**src/rtl/muldiv_unit.sv**
```systemverilog
// rtl/muldiv_unit.sv - iterative radix-2 multiply / restoring divide unit with HI/LO registers
module muldiv_unit #(
   parameter int WIDTH     = 32,
   parameter bit SIGNED_EN = 1'b1
) (
   input  logic             clk,
   input  logic             rst,
   input  logic             start,
   input  logic [1:0]       op,
   input  logic [WIDTH-1:0] src_a,
   input  logic [WIDTH-1:0] src_b,
   input  logic             flush,
   input  logic             hi_we,
   input  logic             lo_we,
   input  logic [WIDTH-1:0] hilo_wdata,
   output logic             busy,
   output logic             stall,
   output logic             done,
   output logic [WIDTH-1:0] hi,
   output logic [WIDTH-1:0] lo
);

   localparam int CW = $clog2(WIDTH + 1);

   typedef enum logic [1:0] {IDLE, MUL, DIV, FIN} state_t;

   state_t               state, state_next;
   logic [CW-1:0]        cnt;
   logic [2*WIDTH-1:0]   acc;
   logic [WIDTH-1:0]     opnd;
   logic                 neg_q, neg_r, is_div, div_zero;

   logic                 accept, op_signed;
   logic [WIDTH-1:0]     mag_a, mag_b;
   logic [WIDTH:0]       mul_sum, rem_sh, div_diff;
   logic [2*WIDTH-1:0]   mul_acc, div_acc, prod;
   logic [WIDTH-1:0]     quot, rem;

   assign accept    = (state == IDLE) && start && !flush;
   assign op_signed = SIGNED_EN && !op[0];
   assign mag_a     = (op_signed && src_a[WIDTH-1]) ? -src_a : src_a;
   assign mag_b     = (op_signed && src_b[WIDTH-1]) ? -src_b : src_b;

   assign busy  = (state != IDLE);
   assign stall = busy || accept;

   // Multiply: acc holds {partial product, remaining multiplier bits}
   assign mul_sum = {1'b0, acc[2*WIDTH-1:WIDTH]} + (acc[0] ? {1'b0, opnd} : '0);
   assign mul_acc = {mul_sum, acc[WIDTH-1:1]};

   // Divide: acc holds {partial remainder, dividend bits shifting into quotient}
   assign rem_sh   = {acc[2*WIDTH-1:WIDTH], acc[WIDTH-1]};
   assign div_diff = rem_sh - {1'b0, opnd};
   assign div_acc  = div_diff[WIDTH] ? {rem_sh[WIDTH-1:0], acc[WIDTH-2:0], 1'b0}
                                     : {div_diff[WIDTH-1:0], acc[WIDTH-2:0], 1'b1};

   assign prod = neg_q ? -acc : acc;
   assign quot = neg_q ? -acc[WIDTH-1:0] : acc[WIDTH-1:0];
   assign rem  = neg_r ? -acc[2*WIDTH-1:WIDTH] : acc[2*WIDTH-1:WIDTH];

   always_ff @(posedge clk) begin
      if (!rst) state <= IDLE;
      else      state <= state_next;
   end

   always_comb begin
      state_next = state;
      case (state)
         IDLE:    if (accept) state_next = op[1] ? DIV : MUL;
         MUL:     if (cnt == CW'(1)) state_next = FIN;
         DIV:     if (cnt == CW'(1)) state_next = FIN;
         FIN:     state_next = IDLE;
         default: state_next = IDLE;
      endcase
      if (flush && state != IDLE) state_next = IDLE;
   end

   always_ff @(posedge clk) begin
      if (!rst) begin
         hi       <= '0;
         lo       <= '0;
         done     <= 1'b0;
         cnt      <= '0;
         acc      <= '0;
         opnd     <= '0;
         neg_q    <= 1'b0;
         neg_r    <= 1'b0;
         is_div   <= 1'b0;
         div_zero <= 1'b0;
      end else begin
         done <= 1'b0;
         case (state)
            IDLE: begin
               if (hi_we) hi <= hilo_wdata;
               if (lo_we) lo <= hilo_wdata;
               if (accept) begin
                  cnt      <= CW'(WIDTH);
                  is_div   <= op[1];
                  neg_q    <= op_signed && (src_a[WIDTH-1] ^ src_b[WIDTH-1]);
                  neg_r    <= op_signed && src_a[WIDTH-1];
                  div_zero <= (src_b == '0);
                  if (op[1]) begin
                     acc  <= {{WIDTH{1'b0}}, mag_a};
                     opnd <= mag_b;
                  end else begin
                     acc  <= {{WIDTH{1'b0}}, mag_b};
                     opnd <= mag_a;
                  end
               end
            end
            MUL: begin
               acc <= mul_acc;
               cnt <= cnt - CW'(1);
            end
            DIV: begin
               acc <= div_acc;
               cnt <= cnt - CW'(1);
            end
            FIN: begin
               // Result write outranks any direct HI/LO write on this edge
               if (!flush) begin
                  if (is_div) begin
                     hi <= rem;
                     lo <= div_zero ? '1 : quot;
                  end else begin
                     hi <= prod[2*WIDTH-1:WIDTH];
                     lo <= prod[WIDTH-1:0];
                  end
                  done <= 1'b1;
               end
            end
            default: ;
         endcase
      end
   end

endmodule
```
**config.mk**
```make
export PLATFORM = sky130hd
export DESIGN_NAME = muldiv_unit
export DESIGN_NICKNAME = d
export VERILOG_FILES = /design/src/rtl/muldiv_unit.sv
export SDC_FILE = /design/constraint.sdc
export NUM_CORES = 1
export LEC_CHECK = 0
export CORE_ASPECT_RATIO = 1.25
export CORE_MARGIN = 2
export CORE_UTILIZATION = 25
export DETAILED_ROUTE_END_ITERATION = 6
export PLACE_DENSITY_LB_ADDON = 0.25
export SYNTH_ARGS = -nofsm -noshare
export SYNTH_HDL_FRONTEND = slang
export SYNTH_SLANG_ARGS = --single-unit
```
**constraint.sdc**
```tcl
create_clock -name clk -period 6.24 [get_ports clk]
set_clock_uncertainty 0.1 [all_clocks]
set_input_delay 1.248 -clock clk [delete_from_list [all_inputs] [get_ports clk]]
set_output_delay 1.248 -clock clk [all_outputs]
set_load 0.1 [all_outputs]
```
==> impl_metrics.tcl <==
set metrics [dict create \
    postLayoutCellArea_sq_mm 0.0177 \
    synth_compound_area_share_pct 30.0 \
    power.switching_w 0.00350 \
    antenna_found_initial 0 \
    yosys_warnings 0 \
    comb_power_share_pct 57.4 \
    cp_num_buf_inv 3 \
    final-setup-viol-count 0 \
    rows 99 \
    max_clock_freq_mhz 231 \
    grt_pass1_vias 15000 \
    synthMuxAreaShare_pct 3.63 \
    sequentialPowerShare_pct 24.9 \
    cp-end-kind "flop" \
    crit_slowest_cell "buf_4" \
    avgViaCountPerCell 5.39 \
    grt-ovfl-total 0 \
    slew_viol_final 0 \
    postPlaceCellArea_sq_mm 0.0170 \
    leakage_nw 6.75 \
    fp.dieH_um 275 \
    htree_levels 4 \
    place_hpwl_mm 47.8 \
    drtAntennaViolNets 0 \
    async_flop_share_pct 0 \
    crit_family "compound AO/OA/AOI/OAI gates" \
    min_period_over_period_pct 69.4 \
    core-area_sq_mm 0.0582 \
    synth_seq_cells 173 \
    clk_pin_slew_worst_paths_ps 70 \
    critPathMaxFanout 26 \
    fin_nets 2262 \
    drive_gt1_share_pct 5.49 \
    maxCapViolCount 0 \
    filler_cell_count 6321 \
    final-hold-violation-count 0 \
    switching_share_pct 53.2 \
    rsz0062_at_grt "no" \
    dr.first_iter.drc_count 1251 \
    cellPowerDensity_mw_per_mm2 373 \
    design.die.area_sq_mm 0.0608 \
    ios 171 \
    synthSimpleGateAreaFrac_pct 20.4 \
    tns_ps 0 \
    numCtsBuffers 17 \
    hold_class "flop to flop" \
    cts_hold_buffers 0 \
    peakVddDrop_uv 226 \
    crit_top_cell "buf_4" \
    cts_setup_buffers 0 \
    synth_xor_area_share_pct 10.5 \
    portBuffers 170 \
    clockRootBuffer "clkbuf_16" \
    worstMarginPinSlew_ps 1110 \
    synth-seq-area-share_pct 23.6 \
    syn_to_final_growth_pct 20.1 \
    wl_per_cell_um 21.3 \
    cts.repair.resized 0 \
    synth_area_sq_mm 0.0147 \
    path_cells "buf_4 > inv_1 > ha_1 > fa_1 > nor2b_1 > o31a_1 > o21ai_1 > a21oi_1 > a31o_2 > a31oi_1 > xnor2_4 > buf_4 > mux2_2 > a211oi_1 > o21ai_0" \
    p_clk_share_pct 17.6 \
    slew_headroom_pct 25.5 \
    startpoint_type "flop" \
    synth_top_family_by_area "compound AO/OA/AOI/OAI gates" \
    place_congestion 0.934 \
    grt_max_degree 92 \
    cts_tree "yes" \
    cp.arrival_ps 4530 \
    synthCells 2001 \
    die_w_um 221 \
    drt_wl_total_mm 60.6 \
    ys_types 80 \
    grt_pass1_wl_mm 90.8 \
    cp.required_ps 6440 \
    synth_edf_count 0 \
    synthAdderAreaFrac_pct 6.57 \
    antenna_cells 0 \
    clock_latency_ps 460 \
    cp_slowest_stage_delay_ps 440 \
    grtUsageTotal_pct 19.3 \
    vias 15400 \
    drtPass1Iterations 7 \
    drc 0 \
    postSynthAreaPerCell_sq_um 7.35 \
    initial_core_util_pct 25.2 \
    clk_path_buf_depth 2 \
    cts_sinks 173 \
    syn_nets 2181 \
    fin_crit_ps 4330 \
    status "finished, final reports clean" \
    critPathKind "flop to flop" \
    synth-main-ff-cell "dfxtp_1" \
    power.internal_w 0.00308 \
]
-- sequential cells by signal, summed over array words and instances, names as in the netlist --
register / count
lo: 32
is_div: 1
cnt: 6
opnd: 32
neg_r: 1
hi: 32
neg_q: 1
state: 2
done: 1
acc: 64
div_zero: 1
-- path summary, 6_finish.rpt --
kind / from / slack (ps) / end / depth (start not counted)
worst max register to register: acc[31]$_SDFFE_PN0P_ / 1910 / acc[55]$_SDFFE_PN0P_ / 15
worst min register to register: opnd[29]$_SDFFE_PN0P_ / 350 / opnd[29]$_SDFFE_PN0P_ / 2
worst max-delay path: acc[31]$_SDFFE_PN0P_ / 1910 / acc[55]$_SDFFE_PN0P_ / 15
worst min-delay path: opnd[29]$_SDFFE_PN0P_ / 350 / opnd[29]$_SDFFE_PN0P_ / 2
-- worst register-to-register path, stage by stage (launching register included) --
cell and delay [ps]:
dfxtp_1 320, buf_4 160, inv_1 70, ha_1 220
fa_1 430, nor2b_1 170, o31a_1 160, o21ai_1 100
a21oi_1 360, a31o_2 310, a31oi_1 200, xnor2_4 390
buf_4 440, mux2_2 400, a211oi_1 250, o21ai_0 100
-- per-stage QoR --
step | util, % | setup WS [ps] | total power [W] | hold WS (ps) | std cells
floorplan | - | 2560 | 0.00428 | 332 | 2001
global placement | 29.3 | 1690 | 0.00540 | 342 | 2820
detailed placement | 29.3 | 1670 | 0.00543 | 346 | 2820
CTS | 30.3 | 1900 | 0.00660 | 357 | 2852
global route | 30.3 | 1710 | 0.00691 | 368 | 2852
finish | 30.3 | 1910 | 0.00659 | 354 | 2852
-- cell usage after synthesis, drive strengths merged, types with 25 or more instances --
library cell  instances  area (sq um)
dfxtp               173          3460
nand2               196           736
xor2                 73           639
mux2i                33           330
o21ai               151           767
nor2                217           817
clkbuf              115           432
a21o                 30           225
a211oi               55           413
nor3                 41           205
xnor2               102           901
o211ai               31           233
ha                   74           926
a21oi               210          1050
inv                  61           229
o221ai               27           236
buf                  25           126
a22oi                37           278
nand2b               31           194
o31ai                25           193
-- cell usage in the layout, fill, tap and decap left out, types with 8 or more instances in the layout --
| master | instances |
|---|---|
| nor2_1 | 216 |
| a21oi_1 | 210 |
| nand2_1 | 196 |
| dfxtp_1 | 173 |
| clkdlybuf4s50_1 | 167 |
| o21ai_0 | 132 |
| xnor2_1 | 101 |
| xor2_1 | 73 |
| ha_1 | 71 |
| inv_1 | 60 |
| a211oi_1 | 55 |
| nor3_1 | 41 |
| a22oi_1 | 37 |
| mux2i_1 | 33 |
| buf_4 | 33 |
| nand2b_1 | 31 |
| o211ai_1 | 31 |
| a21o_1 | 30 |
| o221ai_1 | 27 |
| o31ai_1 | 24 |
| nor4_1 | 21 |
| nand3_1 | 21 |
| nor2b_1 | 20 |
| mux2_2 | 18 |
| or3_1 | 17 |
| a31oi_1 | 17 |
| o21ai_1 | 17 |
| clkbuf_16 | 17 |
| a221oi_1 | 16 |
| and2_1 | 13 |
| and3_1 | 11 |
| a22o_1 | 11 |
| o41ai_1 | 8 |
| nand4_1 | 8 |
-- final cells by class --
| cell class | count | area, sq um | share of cell area, % |
|---|---|---|---|
| clock inverters | 13 | 169 | 0.957 |
| multi-input cells | 1625 | 10500 | 59.3 |
| well taps | 757 | 947 | 5.36 |
| inverters | 63 | 238 | 1.35 |
| flip-flops and latches | 173 | 3460 | 19.6 |
| clock buffers | 19 | 443 | 2.51 |
| repair buffers | 202 | 1930 | 10.9 |
-- per-layer routing --
layer,vias to the layer above,wire [um],track usage [%]
met5,-,0,0
met4,0,3500,11.2
met3,108,2220,2.32
met2,433,30900,35.3
met1,7394,24000,21.6
li1,7440,-,-
-- cells by family after synthesis --
family | Yosys count
flops | 173
compound gates | 684
xor+xnor | 175
mux | 51
buf+inv | 203
simple gates | 639
fa+ha+maj | 76
-- power groups by stage --
stage,Clock [W],Combinational [W],Sequential [W]
after detailed placement,0,0.00376,0.00167
after global placement,0,0.00374,0.00166
final,0.00116,0.00379,0.00164
after floorplan,0,0.00192,0.00235
after CTS,0.00118,0.00377,0.00164
after global routing,0.00121,0.00403,0.00166
No activity file was read; power rests on OpenSTA's default activity.
